**config.mk**
```make
export PLATFORM = sky130hd
export DESIGN_NAME = bp_be_dep_status_pipe
export DESIGN_NICKNAME = d
export VERILOG_FILES = /design/src/rtl/bp_be_dep_status_pipe.sv
export SDC_FILE = /design/constraint.sdc
export NUM_CORES = 1
export LEC_CHECK = 0
export BUFFER_PORTS_ARGS = -buffer_cell sky130_fd_sc_hd__buf_4
export CAP_MARGIN = 15
export CELL_PAD_IN_SITES_DETAIL_PLACEMENT = 0
export CELL_PAD_IN_SITES_GLOBAL_PLACEMENT = 1
export CORE_MARGIN = 2
export CORE_UTILIZATION = 33
export CTS_BUF_LIST = sky130_fd_sc_hd__clkbuf_8 sky130_fd_sc_hd__clkbuf_16
export DETAILED_ROUTE_END_ITERATION = 10
export GPL_TIMING_DRIVEN = 0
export PLACE_DENSITY = 0.71
export SLEW_MARGIN = 15
export SYNTH_ARGS = -nofsm -noshare
export SYNTH_HDL_FRONTEND = slang
export SYNTH_SLANG_ARGS = --single-unit
export TNS_END_PERCENT = 1
```
**constraint.sdc**
```tcl
create_clock -name clk_i -period 2.8 [get_ports clk_i]
set_input_delay 0.42 -clock clk_i [delete_from_list [all_inputs] [get_ports clk_i]]
set_output_delay 0.42 -clock clk_i [all_outputs]
set_load 0.02 [all_outputs]
```
**src/rtl/bp_be_dep_status_pipe.sv**
```systemverilog
// Dependency status pipe for the BE execution pipe.
// Each dispatched instruction is recorded as one entry. Entries advance one stage per
// cycle and are published to the hazard detector, together with the busy state of the
// iterative long unit.
module bp_be_dep_status_pipe #(
  parameter int stages_p         = 5,
  parameter int flush_depth_p    = 2,
  parameter int reg_addr_width_p = 5
) (
  input  logic                                     clk_i,
  input  logic                                     reset_n_i,
  input  logic                                     dispatch_v_i,
  input  logic [reg_addr_width_p-1:0]              dispatch_rd_addr_i,
  input  logic                                     dispatch_irf_w_i,
  input  logic                                     dispatch_frf_w_i,
  input  logic [2:0]                               dispatch_pipe_i,
  input  logic                                     dispatch_serial_i,
  input  logic                                     flush_i,
  input  logic                                     long_done_i,
  output logic [stages_p*(reg_addr_width_p+9)-1:0] dep_status_o,
  output logic                                     long_busy_o,
  output logic                                     instr_in_pipe_o
);

  // Pipe codes 6 and 7 are reserved and have no enum member.
  // They match no pipe below, so they behave like int.
  typedef enum logic [2:0] {
    e_pipe_int  = 3'd0,
    e_pipe_aux  = 3'd1,
    e_pipe_mem  = 3'd2,
    e_pipe_mul  = 3'd3,
    e_pipe_fp   = 3'd4,
    e_pipe_long = 3'd5
  } pipe_e;

  typedef struct packed {
    logic                        v;
    logic [reg_addr_width_p-1:0] rd_addr;
    logic                        mem_v;
    logic                        serial_v;
    logic                        mem_iwb_v;
    logic                        mul_iwb_v;
    logic                        fp_iwb_v;
    logic                        aux_fwb_v;
    logic                        mem_fwb_v;
    logic                        fp_fwb_v;
  } dep_entry_s;

  pipe_e                      pipe_li;
  logic                       irf_w_nz;
  dep_entry_s                 entry_n;
  dep_entry_s [stages_p-1:0]  stage_q, stage_n;
  logic                       long_busy_q, long_busy_n;

  assign pipe_li  = pipe_e'(dispatch_pipe_i);
  // A write to x0 creates no hazard, so it never raises an iwb flag.
  assign irf_w_nz = dispatch_irf_w_i & (|dispatch_rd_addr_i);

  // Build the new stage-0 entry from the dispatch inputs; a bubble is all-zero.
  always_comb begin
    entry_n = '0;
    if (dispatch_v_i) begin
      entry_n.v         = 1'b1;
      entry_n.rd_addr   = dispatch_rd_addr_i;
      entry_n.mem_v     = (pipe_li == e_pipe_mem);
      entry_n.serial_v  = dispatch_serial_i;
      entry_n.mem_iwb_v = irf_w_nz & (pipe_li == e_pipe_mem);
      entry_n.mul_iwb_v = irf_w_nz & (pipe_li == e_pipe_mul);
      entry_n.fp_iwb_v  = irf_w_nz & (pipe_li == e_pipe_fp);
      entry_n.aux_fwb_v = dispatch_frf_w_i & (pipe_li == e_pipe_aux);
      entry_n.mem_fwb_v = dispatch_frf_w_i & (pipe_li == e_pipe_mem);
      entry_n.fp_fwb_v  = dispatch_frf_w_i & (pipe_li == e_pipe_fp);
    end
  end

  // Shift every stage by one. A flush zeroes the new entry and the shallow stages,
  // but entries past commit keep moving.
  always_comb begin
    stage_n    = '0;
    stage_n[0] = flush_i ? '0 : entry_n;
    for (int unsigned i = 1; i < stages_p; i++) begin
      stage_n[i] = (flush_i && (i < flush_depth_p)) ? '0 : stage_q[i-1];
    end
  end

  // A new long op takes priority over a completion in the same cycle.
  // A flush does not release an op that was already accepted.
  always_comb begin
    long_busy_n = long_busy_q;
    if (dispatch_v_i && (pipe_li == e_pipe_long) && !flush_i) begin
      long_busy_n = 1'b1;
    end else if (long_done_i) begin
      long_busy_n = 1'b0;
    end
  end

  // State registers; an asynchronous reset discards everything in flight.
  always_ff @(posedge clk_i or negedge reset_n_i) begin
    if (!reset_n_i) begin
      stage_q     <= '0;
      long_busy_q <= 1'b0;
    end else begin
      stage_q     <= stage_n;
      long_busy_q <= long_busy_n;
    end
  end

  // Any valid entry short of the last writeback stage counts as in flight.
  always_comb begin
    instr_in_pipe_o = 1'b0;
    for (int unsigned i = 0; i < stages_p - 1; i++) begin
      instr_in_pipe_o = instr_in_pipe_o | stage_q[i].v;
    end
  end

  assign dep_status_o = stage_q;
  assign long_busy_o  = long_busy_q;

  // The detector must not dispatch a second long op while the unit is occupied.
  // A completion in the same cycle frees the unit for the new op.
  long_dispatch_while_busy: assert property (
    @(posedge clk_i) disable iff (!reset_n_i)
      !(long_busy_q && !long_done_i && dispatch_v_i && (pipe_li == e_pipe_long))
  );

endmodule

```
==> reports/metrics.cfg, run 1 <==
[drt]
wl_per_cell_um=10.9
dr_total_vias=1314
routed_via_density=3.75
drc=0
postRouteWirelength_mm=3.82
ant_nets=0
drtIter0Drc=38
firstDrtPassIters=4

[setup_path]
crit_fanout=3
r2r_cells=1
critPathSlowestCell=or4_1
worstPathArrival_ns=1.41
r2r_start=dep_status_o[5]$_DFF_PN0_
cp-end-kind=output port
cpPeakStageDelay_ns=0.52
r2r_setup_slack_ns=2.15
critical_path_class=flip-flop to output port
required_ns=2.38
cp_cell_sequence=or4_1 -> buf_4
worstReg2RegEnd=dep_status_o[19]$_DFF_PN0_
startpoint_type=flip-flop

[clock_tree]
numCtsBuffers=9
insertion_delay_ns=0.33
clockRootBuffer=clkbuf_8
cts_tree=yes
clock_path_buffers=2
post_cts_resized=0
clk_pin_slew_worst_paths_ns=0.07
cts_sinks=71
post_cts_buffers=0
htree_levels=3
cts_hold_buffers=0

[grt]
grt_pass1_vias=1248
grt.total_usage_pct=10.4
grt_pass1_wl_mm=5.84
antenna_found_initial=0
grt_start_max_net_pins=72
gr-total-overflow=0

[floorplan]
ios=88
rows=30
core_area_mm2=0.00683
initial_core_util_pct=34.3
die_y_um=88.2
dieArea_mm2=0.00779
die_w_um=88.2

[placed_design]
dpl_cell_area_mm2=0.00312
hpwl_mm=2.82
portBuffers=87
gp_congestion=0.633

[logic_synthesis]
synth_top_area_cell=dfrtp_1
netlist_area_mm2=0.00234
synth_fa_ha_area_share_pct=0
ys_seq_elements=71
synth_top_family_by_area=buffers and inverters
synth.yosys.warnings=0
synthMuxAreaShare_pct=0
synth_nets=167
yosys.area.top_type_share_pct=75.9
syn_avg_cell_area_um2=15.5
synth.area.top_cells=dfrtp_1 (76%), buf_4 (13%), nor2b_1 (4.0%)
synth_xor_area_share_pct=0
synth-seq-area-share_pct=75.9
post_synth_inst_count=151
synth.distinct_cells=20
synth_compound_area_share_pct=0.588
yosys.area_share.simple_pct=9.78

[pwr]
peakVddDrop_mv=0.203
p_int_w=0.00170
switching_share_pct=19.9
combPwrFrac_pct=6.1
pwr-share-clk_pct=44.2
p_seq_share_pct=49.7
netSwitchingPower_w=0.000421
p_leak_nw=1.87
power.density_mw_per_mm2=632

[timing]
max_clock_freq_ghz=0.547
setup_violations=0
slew_headroom_pct=42.9
skew_ns=0.00408
whs_ns=0.169
maxSlewViolCount=0
rsz0062_at_grt=no
worst_slew_pin_slew_ns=0.857
layout_min_cycle_time_ns=1.83
fin_tns_setup_ns=0
fin_crit_sh_pct=65.3
finalHoldViolCount=0

[final_layout]
drive_gt1_share_pct=58.3
antennaDiodeCount=0
fillers=658
layout_commonest_cell=buf_4
syn_to_final_growth_pct=43.4
fin_util_pct=49.2
final_nets=265
finalInstanceArea_mm2=0.00336
final_cell_mix=buf_4 (129), dfrtp_1 (71), nor2b_1 (15)

[status]
status=finished clean

[worst_hold_path]
hp-class=input port to asynchronous set/reset pin

[job]
cap_violations=0

kinds of logic after synthesis:
family,count (synthesis)
flip-flops,71
buffers and inverters,44
AO/OA/AOI/OAI,2
AND/OR/NAND/NOR,34
critical path, delay by kind of cell, from the launching register on:
kind | cells | cell delay [ns]
flip-flops | 1 | 0.39
buffers and inverters | 1 | 0.17
AND/OR/NAND/NOR | 1 | 0.52
synthesized netlist by cell type:
library cell and count:
nand3b_1 1, inv_1 1, nor2b_1 15, o21ai_2 1, clkbuf_1 1, and4b_1 1, nor3b_1 1, o21ai_0 1
or4_4 1, nor3b_2 1, and2_1 6, nor3_1 2, buf_4 42, nor4b_1 1, or4_1 1, nor4_1 1
nand3_1 1, nand2_1 1, dfrtp_1 71, and2_2 1
worst max path at each step:
| stage | startpoint | to | depth (start not counted) |
|---|---|---|---|
| CTS | dep_status_o[13]$_DFF_PN0_ | instr_in_pipe_o | 2 |
| detailed placement | dep_status_o[13]$_DFF_PN0_ | instr_in_pipe_o | 2 |
| global placement | dep_status_o[13]$_DFF_PN0_ | instr_in_pipe_o | 2 |
| finish | dep_status_o[13]$_DFF_PN0_ | instr_in_pipe_o | 2 |
| global route | dep_status_o[13]$_DFF_PN0_ | instr_in_pipe_o | 2 |
| floorplan | dep_status_o[13]$_DFF_PN0_ | instr_in_pipe_o | 1 |
registers in the layout (all words and copies together), names as in the netlist:
register / flops
dep_status_o: 70
long_busy_o: 1
metrics by stage:
| stage | worst slack (ns) | power [W] | instances |
|---|---|---|---|
| floorplan | 1.29 | 0.00113 | 151 |
| global placement | 1.32 | 0.00121 | 334 |
| detailed placement | 1.31 | 0.00121 | 334 |
| CTS | 0.942 | 0.00215 | 350 |
| global route | 0.918 | 0.00221 | 350 |
| finish | 0.972 | 0.00212 | 350 |
layer usage:
layer,track usage (%),share of wire (%),vias up
met5,0,0,-
met4,7.85,2.8,0
met3,3.45,6.7,9
met2,17.1,52,54
met1,11.1,39,621
li1,-,-,630
cell type report:
class	instances	area [um2]	area share (%)
Clock buffer	13	179	5.33
Clock inverter	3	63.8	1.90
Inverter	1	3.75	0.112
Buffer	43	319	9.50
Sequential cell	71	1780	52.9
Timing Repair Buffer	87	653	19.4
Tap cell	96	120	3.58
Multi-Input combinational cell	36	243	7.23
power groups by stage:
| stage | Clock [W] | Combinational, W | Sequential, W |
|---|---|---|---|
| after floorplan | 0 | 0.0000443 | 0.00108 |
| after global placement | 0 | 0.000132 | 0.00107 |
| after detailed placement | 0 | 0.000133 | 0.00107 |
| after CTS | 0.000967 | 0.000133 | 0.00105 |
| after global routing | 0.00101 | 0.000141 | 0.00106 |
| final | 0.000938 | 0.000129 | 0.00105 |
No activity file was read; power rests on OpenSTA's default activity.
==> run 2, diff against run 1 <==
- PLACE_DENSITY: 0.71 -> 0.74
- clock period: 2.8 -> 1.5 ns (I/O delays scaled with it)
==> run 2 against run 1 <==
  * The run now ends with hold timing, setup timing left
  * Worst hold slack worse by 0.18 ns
  * Power up 74%
  * Setup slack worse by 1.1 ns
  * Cell count up 1.1%
==> reports/metrics.cfg, run 2 (same netlist as run 1, synthesis figures left out) <==
[timing]
worst_slew_pin_slew_ns=0.859
fin_tns_setup_ns=-0.115
layout_setup_ws_ns=-0.115
rsz0062_at_grt=yes
max_clock_freq_ghz=0.619
setup_violations=1
maxSlewViolCount=0
skew_ns=0.00650
slew_headroom_pct=42.7
whs_ns=-0.0130
layout_min_cycle_time_ns=1.62
finalHoldViolCount=15
fin_crit_sh_pct=108

[floorplan]
core_area_mm2=0.00683
initial_core_util_pct=34.3
die_w_um=88.2
ios=88
dieArea_mm2=0.00779
rows=30
die_y_um=88.2

[final_layout]
syn_to_final_growth_pct=43.1
fillers=643
largest_register_ffs=70
multi_input_comb_area_um2=246
seqCellArea_mm2=0.00178
antennaDiodeCount=0
final_cell_mix=buf_4 (131), dfrtp_1 (71), nor2b_1 (15)
final_nets=269
final-instance-count-excl-fill=354
layout_commonest_cell=buf_4
fin_util_pct=49.1
drive_gt1_share_pct=59.7

[drt]
drc=0
firstDrtPassIters=4
ant_nets=0
dr_total_vias=1313
wl_met2_mm=1.98
routed_via_density=3.71
wl_per_cell_um=11.1
topRoutingLayerUsed=met4
met3_length_um=300
drtIter0Drc=42
postRouteWirelength_mm=3.94
wl_met1_mm=1.56

[placed_design]
portBuffers=87
gp_congestion=0.646
dp.cells=334
hpwl_mm=2.83

[clock_tree]
cts_hold_buffers=0
htree_levels=3
clock_path_buffers=2
clk_pin_slew_worst_paths_ns=0.07
insertion_delay_ns=0.33
cts_tree=yes
clockRootBuffer=clkbuf_8
numCtsBuffers=9
cts_sinks=71

[status]
violations=hold timing, setup timing
status=finished with violations

[setup_path]
critical_path_class=flip-flop to output port
worstPathArrival_ns=1.39
r2r_start=dep_status_o[13]$_DFF_PN0_
required_ns=1.27
cp-end-kind=output port
cp_cell_sequence=or4_4 -> buf_6
crit_start=dep_status_o[27]$_DFF_PN0_
critPathSlowestCell=or4_4
crit_fanout=2
startpoint_type=flip-flop
cpPeakStageDelay_ns=0.53
worst-path-buf-inv=1
crit_family=simple AND/OR/NAND/NOR gates
r2r_setup_slack_ns=0.63

[grt]
grt_pass1_vias=1245
antenna_found_initial=0
grt_pass1_wl_mm=5.98
grt.total_usage_pct=10.6
gr-total-overflow=0
grt_start_max_net_pins=72

[pwr]
p_total_w=0.00369
power.density_mw_per_mm2=1100
peakVddDrop_mv=0.453
p_leak_nw=1.87

[job]
cap_violations=0

[worst_hold_path]
hp-class=input port to asynchronous set/reset pin

-- run 2: layout make-up --
cell class                      count  area share (%)
Timing Repair Buffer               91            20.6
Tap cell                           96            3.58
Inverter                            1           0.112
Clock buffer                        9            3.70
Sequential cell                    71            53.0
Clock inverter                      7            2.13
Multi-Input combinational cell     36            7.35
Buffer                             43            9.52
-- run 2: what timing repair did --
item                       4_1_cts  5_1_grt
gates resized for setup          2        1
setup endpoints to repair        1        1
buffers inserted                 2        2
pin swaps                        1        0
-- run 2: worst paths after layout --
kind,cells after the start,endpoint
worst max register to register,3,dep_status_o[27]$_DFF_PN0_
worst max-delay path,2,instr_in_pipe_o
worst min-delay path,1,dep_status_o[55]$_DFF_PN0_
worst min register to register,0,dep_status_o[48]$_DFF_PN0_
max in group asynchronous,1,dep_status_o[34]$_DFF_PN0_
min in group clk_i,2,long_busy_o$_DFFE_PN0P_
-- run 2: where the power goes --
part	internal (W)	switching [W]	total, W
combinational	0.000120	0.000135	0.000255
clock	0.000770	0.000697	0.00147
sequential	0.00195	0.0000168	0.00197
-- run 2: through the flow --
stage               setup WS, ns  instance area [um2]
finish                    -0.115                 3350
global route              -0.149                 3350
CTS                       -0.132                 3330
detailed placement         0.206                 3120
global placement           0.215                 3120
floorplan                  0.183                 2340
-- run 2: worst register-to-register path: stages (launching register included) --
cell and delay (ns):
dfrtp_1 0.39, buf_4 0.13, buf_4 0.12, nor2b_1 0.11
-- run 2: layer usage --
metal	vias up	GRT usage, %
li1	643	-
met1	604	12.2
met2	56	16.8
met3	10	3.82
met4	0	7.02
met5	-	0
==> run 3, diff against run 2 <==
- CORE_MARGIN: 2 -> default
==> run 3 against run 2 <==
  * The flow still finishes with violations (hold timing, setup timing)
  * Setup slack worse by 0.036 ns
  * Power is 8.9% higher
  * Global-route usage is 0.52 points higher
  * Utilization is 0.40 points higher
  * Register-to-register slack better by 0.22 ns
  * Cell area is 0.82% higher
  * Critical path depth stayed put
  * Maximum frequency is 2.2% lower
  * Count of clock-buffer cells in the layout stayed put
  * Worst hold slack better by 0.0064 ns
  * Wire length is 3.4% lower
  * Non-clock buffer count is 2 lower
  * Critical endpoint unchanged
==> reports/metrics.cfg, run 3 (same netlist as run 1, synthesis figures left out) <==
[setup_path]
required_ns=1.27
worstSetupEndpoint=instr_in_pipe_o
worstPathArrival_ns=1.43
worstReg2RegEnd=dep_status_o[18]$_DFF_PN0_
r2r_setup_slack_ns=0.85
crit_fanout=2
cp_cell_sequence=or4_1 -> buf_6
critPathSlowestCell=or4_1
r2r_start=dep_status_o[4]$_DFF_PN0_
r2r_cells=1
startpoint_type=flip-flop
cp-end-kind=output port
critical_path_class=flip-flop to output port
cpPeakStageDelay_ns=0.56
crit_start=dep_status_o[55]$_DFF_PN0_

[clock_tree]
insertion_delay_ns=0.33
cts_sinks=71
numCtsBuffers=9
cts_tree=yes
cts_hold_buffers=0
htree_levels=3
clk_pin_slew_worst_paths_ns=0.07
clockRootBuffer=clkbuf_8
clock_path_buffers=2

[floorplan]
rows=30
dieArea_mm2=0.00744
die_y_um=86.2
ios=88
die_w_um=86.2
core_area_mm2=0.00683
initial_core_util_pct=34.3

[final_layout]
drive_gt1_share_pct=59.0
fillers=643
syn_to_final_growth_pct=44.3
largest_register_ffs=70
final_nets=267
multi_input_comb_area_um2=243
layout_commonest_cell=buf_4
antennaDiodeCount=0
fin_util_pct=49.5
seqCellArea_mm2=0.00178
final_cell_mix=buf_4 (130), dfrtp_1 (71), nor2b_1 (15)
finalInstanceArea_mm2=0.00338

[pwr]
p_leak_nw=1.88
peakVddDrop_mv=0.438
power.density_mw_per_mm2=1190

[grt]
grt.total_usage_pct=11.2
gr-total-overflow=0
grt_pass1_wl_mm=5.98
antenna_found_initial=0
grt_pass1_vias=1277
grt_start_max_net_pins=72

[timing]
slew_headroom_pct=42.8
worst_slew_pin_slew_ns=0.857
fin_tns_setup_ns=-0.152
maxSlewViolCount=0
finalHoldViolCount=3
fin_crit_sh_pct=110
rsz0062_at_grt=yes
layout_setup_ws_ns=-0.152
setup_violations=1
max_clock_freq_ghz=0.605
skew_ns=0.00569
layout_min_cycle_time_ns=1.65
whs_ns=-0.00654

[drt]
wl_per_cell_um=10.8
dr_total_vias=1330
postRouteWirelength_mm=3.81
firstDrtPassIters=4
routed_via_density=3.78
drc=0
drtIter0Drc=15
ant_nets=0

[placed_design]
dpl_cell_area_mm2=0.00312
gp_congestion=0.699
portBuffers=87
dpl_worst_slack_ns=0.227
hpwl_mm=2.69

[job]
cap_violations=0

[status]
status=finished with violations
violations=hold timing, setup timing

[worst_hold_path]
hp-class=input port to asynchronous set/reset pin

run 3: changes by cell type in the layout (fill, tap and decap cells not counted):
cell / before / now
or4_4: 2 / 1
bufinv_16: 1 / 3
clkinv_4: 2 / 3
buf_6: 2 / 1
inv_6: 1 / 0
buf_4: 131 / 130
clkinv_2: 3 / 1
or4_1: 0 / 1
run 3: power breakdown:
part	switching [W]	total, W	leakage (nW)	internal (W)
clock network	0.000691	0.00180	0.123	0.00111
logic	0.000135	0.000248	0.781	0.000114
registers	0.0000163	0.00196	0.978	0.00195
run 3: metrics by stage:
stage                     total power (W)  std cells
after floorplan                   0.00210        151
after global placement            0.00225        334
after detailed placement          0.00225        334
after CTS                         0.00409        350
after global routing              0.00420        352
final                             0.00401        352
run 3: repair_timing:
item / CTS / global route
pin swaps: 0 / 1
buffers inserted: 0 / 2
endpoints found under the setup margin: 1 / 1
gates resized for setup: 0 / 1
cloned: 0 / 0
run 3: worst min-delay path by stage:
stage / start / to / slack, ns
after detailed placement: dep_status_o[25]$_DFF_PN0_ / dep_status_o[39]$_DFF_PN0_ / 0.36
after global placement: dep_status_o[54]$_DFF_PN0_ / dep_status_o[68]$_DFF_PN0_ / 0.36
final: reset_n_i / dep_status_o[27]$_DFF_PN0_ / -0.007
after floorplan: reset_n_i / dep_status_o[0]$_DFF_PN0_ / -0.07
after global routing: long_done_i / long_busy_o$_DFFE_PN0P_ / 0.06
after CTS: reset_n_i / dep_status_o[27]$_DFF_PN0_ / 0.02
run 3: metal layers:
metal | part of all wire, % | GRT usage, %
met3 | 5.5 | 3.24
met1 | 41 | 12.6
met5 | 0 | 0
met2 | 51 | 17.7
met4 | 2.4 | 9.09
run 3: area by class of cell:
class                           instances  share of cell area, %
Buffer                                 43                   9.44
Multi-Input combinational cell         36                   7.18
Timing Repair Buffer                   89                   19.9
Clock inverter                          7                   3.59
Clock buffer                            9                   3.67
Sequential cell                        71                   52.6
Tap cell                               96                   3.55
Inverter                                1                  0.111
run 3: critical path, delay by kind of cell, from the launching register on:
family        cells  cell delay, ns
buf+inv           1            0.16
simple gates      1            0.56
flops             1            0.38
